==> src/rtl/serial_add_driver_pkg.sv <==
// Shared types and defaults for the bit-serial adder link driver.
// Imported by the interface, the sck generator and the top.
package serial_add_pkg;
  localparam int DEFAULT_WIDTH    = 24;
  localparam int DEFAULT_HALF_DIV = 2;

  typedef enum logic [1:0] {
    IDLE,
    ARM,
    SHIFT,
    FLUSH
  } state_t;
endpackage

==> src/rtl/serial_add_driver_if.sv <==
// Host-side operand/result handshake bundle for serial_add_driver.
// The master drives operands; the slave (the driver) returns the captured sum.
interface serial_add_driver_if
  import serial_add_pkg::*;
#(
  parameter int WIDTH = DEFAULT_WIDTH
);
  logic [WIDTH-1:0] a_data;
  logic [WIDTH-1:0] b_data;
  logic             in_valid;
  logic             in_ready;
  logic [WIDTH-1:0] res_data;
  logic             res_valid;
  logic             busy;

  modport master (
    output a_data, b_data, in_valid,
    input  in_ready, res_data, res_valid, busy
  );

  modport slave (
    input  a_data, b_data, in_valid,
    output in_ready, res_data, res_valid, busy
  );
endinterface

==> src/rtl/serial_add_driver_sck_gen.sv <==
// Free-running serial clock divider: sck toggles every HALF_DIV clk cycles.
// rise/fall are single-clk strobes coinciding with the clk edge that toggles sck.
module serial_add_driver_sck_gen
  import serial_add_pkg::*;
#(
  parameter int HALF_DIV = DEFAULT_HALF_DIV
) (
  input  logic clk,
  input  logic reset,
  output logic sck,
  output logic rise,
  output logic fall
);
  localparam int CW = (HALF_DIV > 1) ? $clog2(HALF_DIV) : 1;

  logic [CW-1:0] div_cnt_reg;
  logic          sck_reg;
  logic          wrap;

  assign wrap = (div_cnt_reg == CW'(HALF_DIV - 1));

  always_ff @(posedge clk) begin
    if (reset) begin
      div_cnt_reg <= '0;
      sck_reg     <= 1'b0;
    end else if (wrap) begin
      div_cnt_reg <= '0;
      sck_reg     <= ~sck_reg;
    end else begin
      div_cnt_reg <= div_cnt_reg + CW'(1);
    end
  end

  assign sck  = sck_reg;
  assign rise = wrap & ~sck_reg;
  assign fall = wrap & sck_reg;
endmodule

==> src/rtl/serial_add_driver.sv <==
// Transmit side of the two-stream bit-serial adder link: serialises A/B LSB-first
// behind a ws edge and reassembles the returned serial sum into res_data.
module serial_add_driver
  import serial_add_pkg::*;
#(
  parameter int WIDTH    = DEFAULT_WIDTH,
  parameter int HALF_DIV = DEFAULT_HALF_DIV
) (
  input  logic                clk,
  input  logic                reset,
  serial_add_driver_if.slave  bus,
  output logic                sck,
  output logic                ws,
  output logic                sd1,
  output logic                sd2,
  input  logic                sd_ret
);
  localparam int CNT_W = $clog2(WIDTH + 1);

  state_t           state_reg;
  logic [CNT_W-1:0] bit_cnt_reg;
  logic [WIDTH-1:0] a_sh_reg;
  logic [WIDTH-1:0] b_sh_reg;
  logic [WIDTH-2:0] res_sh_reg;
  logic [WIDTH-1:0] res_data_reg;
  logic             ws_reg;
  logic             sd1_reg;
  logic             sd2_reg;
  logic             in_ready_reg;
  logic             res_valid_reg;
  logic             busy_reg;

  logic             rise;
  logic             handshake;
  logic [WIDTH-1:0] res_cat;

  serial_add_driver_sck_gen #(.HALF_DIV(HALF_DIV)) u_sck_gen (
    .clk   (clk),
    .reset (reset),
    .sck   (sck),
    .rise  (rise),
    .fall  ()
  );

  assign handshake = bus.in_valid & in_ready_reg;
  // Incoming sum bit on top; bit 0 of res_cat is the oldest captured sum bit.
  assign res_cat   = {sd_ret, res_sh_reg};

  always_ff @(posedge clk) begin
    if (reset) begin
      state_reg     <= IDLE;
      bit_cnt_reg   <= '0;
      a_sh_reg      <= '0;
      b_sh_reg      <= '0;
      res_sh_reg    <= '0;
      res_data_reg  <= '0;
      ws_reg        <= 1'b0;
      sd1_reg       <= 1'b0;
      sd2_reg       <= 1'b0;
      in_ready_reg  <= 1'b0;
      res_valid_reg <= 1'b0;
      busy_reg      <= 1'b0;
    end else begin
      res_valid_reg <= 1'b0;
      if (res_valid_reg) busy_reg <= 1'b0;

      case (state_reg)
        IDLE: begin
          // in_ready stays low through the res_valid clk, so a new frame
          // starts at the earliest in the clk after it.
          if (handshake) begin
            a_sh_reg     <= bus.a_data;
            b_sh_reg     <= bus.b_data;
            bit_cnt_reg  <= '0;
            in_ready_reg <= 1'b0;
            busy_reg     <= 1'b1;
            state_reg    <= ARM;
          end else begin
            in_ready_reg <= 1'b1;
          end
        end

        ARM: begin
          if (rise) begin
            ws_reg    <= ~ws_reg;
            state_reg <= SHIFT;
          end
        end

        SHIFT: begin
          if (rise) begin
            sd1_reg     <= a_sh_reg[0];
            sd2_reg     <= b_sh_reg[0];
            a_sh_reg    <= a_sh_reg >> 1;
            b_sh_reg    <= b_sh_reg >> 1;
            // Sum bit i arrives one RISE after operand bit i was driven.
            if (bit_cnt_reg != '0) res_sh_reg <= res_cat[WIDTH-1:1];
            bit_cnt_reg <= bit_cnt_reg + CNT_W'(1);
            if (bit_cnt_reg == CNT_W'(WIDTH - 1)) state_reg <= FLUSH;
          end
        end

        FLUSH: begin
          if (rise) begin
            res_data_reg  <= res_cat;
            sd1_reg       <= 1'b0;
            sd2_reg       <= 1'b0;
            res_valid_reg <= 1'b1;
            state_reg     <= IDLE;
          end
        end

        default: state_reg <= IDLE;
      endcase
    end
  end

  assign ws            = ws_reg;
  assign sd1           = sd1_reg;
  assign sd2           = sd2_reg;
  assign bus.in_ready  = in_ready_reg;
  assign bus.res_data  = res_data_reg;
  assign bus.res_valid = res_valid_reg;
  assign bus.busy      = busy_reg;
endmodule

==> src/flat_wrapper.sv <==
// flat-port wrapper written by rule: the top's interface ports become plain ports
module serial_add_driver_flat import serial_add_pkg::*;
#(
  parameter int WIDTH    = DEFAULT_WIDTH,
  parameter int HALF_DIV = DEFAULT_HALF_DIV
)
  (clk, reset, sck, ws, sd1, sd2, sd_ret, bus_a_data, bus_b_data, bus_in_valid, bus_in_ready, bus_res_data, bus_res_valid, bus_busy);
  serial_add_driver_if #(.WIDTH(WIDTH)) bus_i ();
  input  logic clk;
  input  logic reset;
  output logic sck;
  output logic ws;
  output logic sd1;
  output logic sd2;
  input  logic sd_ret;
  input wire logic [$bits(bus_i.a_data)-1:0] bus_a_data;
  input wire logic [$bits(bus_i.b_data)-1:0] bus_b_data;
  input wire logic [$bits(bus_i.in_valid)-1:0] bus_in_valid;
  output wire logic [$bits(bus_i.in_ready)-1:0] bus_in_ready;
  output wire logic [$bits(bus_i.res_data)-1:0] bus_res_data;
  output wire logic [$bits(bus_i.res_valid)-1:0] bus_res_valid;
  output wire logic [$bits(bus_i.busy)-1:0] bus_busy;
  assign bus_i.a_data = bus_a_data;
  assign bus_i.b_data = bus_b_data;
  assign bus_i.in_valid = bus_in_valid;
  assign bus_in_ready = bus_i.in_ready;
  assign bus_res_data = bus_i.res_data;
  assign bus_res_valid = bus_i.res_valid;
  assign bus_busy = bus_i.busy;
  serial_add_driver #(.WIDTH(WIDTH), .HALF_DIV(HALF_DIV)) u_core (.clk(clk), .reset(reset), .bus(bus_i), .sck(sck), .ws(ws), .sd1(sd1), .sd2(sd2), .sd_ret(sd_ret));
endmodule
==> config.mk <==
export PLATFORM = sky130hd
export DESIGN_NAME = serial_add_driver_flat
export DESIGN_NICKNAME = d
export VERILOG_FILES = /design/src/rtl/serial_add_driver_pkg.sv /design/src/rtl/serial_add_driver_if.sv /design/src/rtl/serial_add_driver_sck_gen.sv /design/src/rtl/serial_add_driver.sv /design/src/flat_wrapper.sv
export SDC_FILE = /design/constraint.sdc
export NUM_CORES = 1
export LEC_CHECK = 0
export ABC_AREA = 1
export CAP_MARGIN = 20
export CORE_MARGIN = 2
export CORE_UTILIZATION = 50
export DETAILED_ROUTE_END_ITERATION = 10
export PLACE_DENSITY = 0.77
export SETUP_SLACK_MARGIN = 0.3
export SLEW_MARGIN = 5
export SYNTH_ARGS = -nofsm -noshare
export SYNTH_HDL_FRONTEND = slang
export SYNTH_SLANG_ARGS = --single-unit
==> constraint.sdc <==
create_clock -name clk -period 4.51 [get_ports clk]
set_clock_uncertainty 0.05 [all_clocks]
set_input_delay 0.6765 -clock clk [delete_from_list [all_inputs] [get_ports clk]]
set_output_delay 0.6765 -clock clk [all_outputs]
set_load 0.01 [all_outputs]
-- Yosys cells after proc, flatten, opt, wreduce, memory -nomap -nowiden
Cells that the tools add are included.
- bits in latches: 0
- flip-flop bits (word level): 110
- output and inout port bits: 31
- input port bits: 52
- RAM bits: 0
- word-level logic and storage cells: 67
- memories kept: 0
- ROM bits: 0
- bitwise operators: 5
- add/subtract/negate cells: 2
- divide/modulo/power cells: 0
- equal/unequal tests: 9
- muxes and demuxes: 25
- reductions and logical operators: 12
- magnitude comparators: 0
- $mul: 0
- shift operators: 0
- operators with widths (cell ; number):
    2-to-1 mux 24 bit ; 4
    case mux 24 bit (2 select lines) ; 2
    2-to-1 mux 2 bit ; 5
    2-to-1 mux 5 bit ; 2
    != test 2 x 1 -> 1 bit (second input constant) ; 5
    case mux 5 bit (2 select lines) ; 1
    AND reduction 3 bit ; 3
    2-to-1 mux 1 bit ; 8
    case mux 2 bit (4 select lines) ; 1
    adder 5 x 1 -> 5 bit (second input constant) ; 1
    == test 5 bit (second input constant) ; 1
    AND reduction 5 bit ; 1
    nonzero test 5 bit ; 1
    == test 2 bit (second input constant) ; 2
    case mux 1 bit (2 select lines) ; 2
    AND reduction 2 bit ; 2
    nonzero test 2 bit ; 2
    OR reduction 2 bit ; 2
    NOT 1 bit ; 3
    bitwise AND 1 bit ; 2
    == test 2 x 1 -> 1 bit (second input constant) ; 1
    logical NOT 2 bit ; 1
    adder 1 bit (second input constant) ; 1

-- Longest topological paths before layout
- depth in word-level cells: 4
- gate-level depth with buffers: 10
- gate-level depth less buffers: 9

-- Cells and area by module
From an unflattened synthesis, not the netlist that was laid out.
- cells, all modules: 672
- area, all modules: 4615.7 sq um
- modules (own cells, without submodules) (module ; instances ; seq. area each (sq um) ; cells an instance ; area an instance (sq um)):
    serial_add_driver ; 1 ; 2162.1 ; 661 ; 4539.4
    serial_add_driver_sck_gen ; 1 ; 40.0 ; 11 ; 76.3

-- Worst setup path after synthesis
Ideal clock, no wire load.
- path type: register to register
- start: register u_core.state_reg[0]
- end: register u_core.a_sh_reg[0]
- period minus slack after synthesis: 1599 ps
- data arrival time: 1479 ps
- data required time: 4390 ps
- setup time: 70 ps
- path buffers: 2
- path slack: 2911 ps
- cell stages (with the launch flop): 10
- path through: dfxtp_1 > inv_1 > ha_1 > inv_2 > buf_6 > clkbuf_1 > nand2_1 > o21ai_0 > o21ai_0 > a21oi_1
- word-level cells in the longest chain between the ends: 3
- elaborated cells on any way between the ends: 7
- classes of those cells: eq/ne: 3; mux: 1; reduce/logical: 3
- RTL lines (item ; RTL line ; text):
    from (decl) ; serial_add_driver.sv:20 ; state_t state_reg;
    from (signal assigned) ; serial_add_driver.sv:51 ; state_reg <= IDLE;
    from (signal assigned) ; serial_add_driver.sv:77 ; state_reg <= ARM;
    from (signal assigned) ; serial_add_driver.sv:86 ; state_reg <= SHIFT;
    == test 2 bit or logical NOT 2 bit (tied branches) ; serial_add_driver.sv:67 ; case (state_reg)
    != test 2 x 1 -> 1 bit (no source line) or nonzero test 2 bit (tied branches) ; - ;
    AND reduction 3 bit (no source line) ; - ;
    to (signal assigned) ; serial_add_driver.sv:72 ; a_sh_reg <= bus.a_data;
    to (signal assigned) ; serial_add_driver.sv:94 ; a_sh_reg <= a_sh_reg >> 1;
    to (decl) ; serial_add_driver.sv:22 ; logic [WIDTH-1:0] a_sh_reg;
Several ways; a longest one is shown, not always the timed one.
A chain may end at the register's enable or synchronous reset.

-- Worst setup path in the final report
- start: input port bus_in_valid
- end: register u_core.a_sh_reg[4]
- word-level cells in the longest chain between the ends: 3
- RTL lines (item ; RTL line ; text):
    from (decl) ; flat_wrapper.sv:18 ; input wire logic [$bits(bus_i.in_valid)-1:0] bus_in_valid;
    bitwise AND 1 bit ; serial_add_driver.sv:45 ; assign handshake = bus.in_valid & in_ready_reg;
    != test 2 x 1 -> 1 bit (no source line) ; - ;
    AND reduction 3 bit (no source line) ; - ;
Every way passes these cells.

==> results.toml <==
[clock_network]
clockRootBuffer = "clkbuf_8"
insertion_delay_ps = 370
numCtsBuffers = 9
clock-sinks = 110
cts_resized = 0
postCtsSetupBuffers = 0
cts_buffer_depth = 2
cts_tree = "built"
cts_max_level = 3
path_clk_slew_ps = 90
hold_buffers = 0

[global_routing]
grt_overflow_total = 0
grt_pass1_wl_um = 15800
grt_antenna_before_repair = 0
grt_pass1_vias = 3713
grtUsageTotal_pct = 19.1
grt_max_degree = 93

[power]
leakage_nw = 2.30
vdd_drop_max_mv = 0.219
powerDensity_nw_per_um2 = 454

[sta]
fin_crit_ps = 2670
rsz0062_at_grt = "false"
finalMaxSlewViolations = 0
fmax_mhz = 375
setup_viol = 0
tns_ps = 0
relSlewSlack_pct = 39.0
holdWs_ps = 399
hold_viol_final = 0
tightest_slew_ps = 914
fin_crit_sh_pct = 59.1

[synth]
netlist_instances = 629
syn-num-nets = 688
avgSynthCellArea_um2 = 7.19
yosys_warnings = 0
synth.yosys.seq_area_share_pct = 48.7
synth.distinct_cells = 20
ys_ff_latch = 110
synth_area_um2 = 4530

[final_layout]
layout.area.seq_um2 = 2200
multiInputGateArea_um2 = 1900
layout_common_cells = "o21ai_0 (138), nor2_1 (122), dfxtp_1 (110)"
drive_above_1_share_pct = 3.90
area_delta_synth_final_pct = 22.6
nFillCells = 794
final_common_cell = "o21ai_0"
fin_nets = 747
diodes = 0

[outcome]
status = "completed"

[worst_hold_path]
worst_hold_path_type = "flop to flop"
whs_path_depth = 2
hold_path_startpoint = "u_core.a_sh_reg[20]"
whs_endpoint = "u_core.a_sh_reg[20]"

[setup_path]
critical_path.max_fanout = 58
startpoint_type = "input port"
crit_type = "input port to flop"
worstReg2RegStart = "u_core.state_reg[0]"
critical_path_required_ps = 4710
cp.arrival_ps = 2860
reg2regPathDepth = 7
reg2reg_slack_ps = 1890
end_kind = "flop"
critical_path.reg2reg.endpoint = "u_core.a_sh_reg[4]"

[floorplan]
die_x_um = 99.1
io_pins = 83
core_um2 = 8760
dieHeight_um = 99.1
start_util_pct = 51.6
num_rows = 34
dieArea_um2 = 9830

[route]
firstDrtPassIters = 6
postRouteAntennaNets = 0
wirelength_um = 9270
via_per_inst = 5.03
vias = 4029
drcViolationCount = 0
first_iter_violations = 160
wl_per_cell_um = 11.6

[place]
io_buffers = 82
place.gp.congestion = 0.780
dp_hpwl_um = 6110

[run]
cap_violations = 0
-- power by group --
group / leakage (nW) / switching, mW / total (mW) / internal (mW)
Clock: 0.101 / 0.323 / 0.584 / 0.261
Combinational: 1.31 / 0.476 / 0.745 / 0.269
Sequential: 0.897 / 0.0566 / 1.19 / 1.13
-- worst max-delay path: stages --
cell and delay, ps:
clkdlybuf4s50_1 470, nand2_1 50, nand2_1 140, nand3_2 730, buf_4 510, o21ai_0 200
a21oi_1 60
-- cells by family after synthesis --
logic type | synth area share [%]
DFF | 48.7
buffers and inverters | 9.40
xor gates and xnor gates | 0.194
adders and majority gates | 1.94
and+or+nand+nor | 18.4
AOI/OAI and AO/OA | 21.5
-- cells in the mapped netlist, drive strengths merged --
master	number	area (um2)
nand3	9	50.1
a21oi	55	275
xor2	1	8.76
nand4	1	6.26
o21ai	139	696
nor2	123	469
ha	7	87.6
inv	65	244
nand2	80	305
dfxtp	110	2200
buf	14	85.1
clkbuf	25	96.3
-- worst max-delay path by stage --
stage                   startpoint            endpoint  slack [ps]  cells past startpoint
2_1_floorplan  u_core.state_reg[0]  u_core.a_sh_reg[0]        2910                      9
3_3_place_gp          bus_in_valid  u_core.a_sh_reg[4]        1570                      7
5_1_grt        u_core.state_reg[0]  u_core.a_sh_reg[4]        1580                      7
3_5_place_dp          bus_in_valid  u_core.a_sh_reg[4]        1450                      7
4_1_cts               bus_in_valid  u_core.a_sh_reg[4]        1840                      7
6_report              bus_in_valid  u_core.a_sh_reg[4]        1840                      7
-- metrics by stage --
step	worst slack (ps)	area (um2)	utilization (%)	instances	total power, mW
4_1_cts	1840	5550	63.3	801	2.54
5_1_grt	1580	5550	63.3	801	2.72
3_5_place_dp	1450	5350	61.1	785	1.96
2_1_floorplan	2910	4530	-	629	1.77
3_3_place_gp	1570	5330	60.8	784	1.92
6_report	1840	5550	63.3	801	2.52
-- cell type report --
cell class | instances | area share, %
Sequential cell | 110 | 39.7
Multi-Input combinational cell | 415 | 34.2
Timing Repair Buffer | 87 | 15.7
Inverter | 65 | 4.40
Tap cell | 108 | 2.44
Clock buffer | 10 | 2.30
Clock inverter | 6 | 1.26
-- layer usage --
| layer | wire length [um] | track usage [%] | vias to the layer above |
|---|---|---|---|
| li1 | - | - | 2124 |
| met1 | 4550 | 25.0 | 1814 |
| met2 | 4060 | 31.1 | 80 |
| met3 | 530 | 4.57 | 11 |
| met4 | 131 | 6.64 | 0 |
| met5 | 0 | 0 | - |
(Power assumes the default switching activity.)
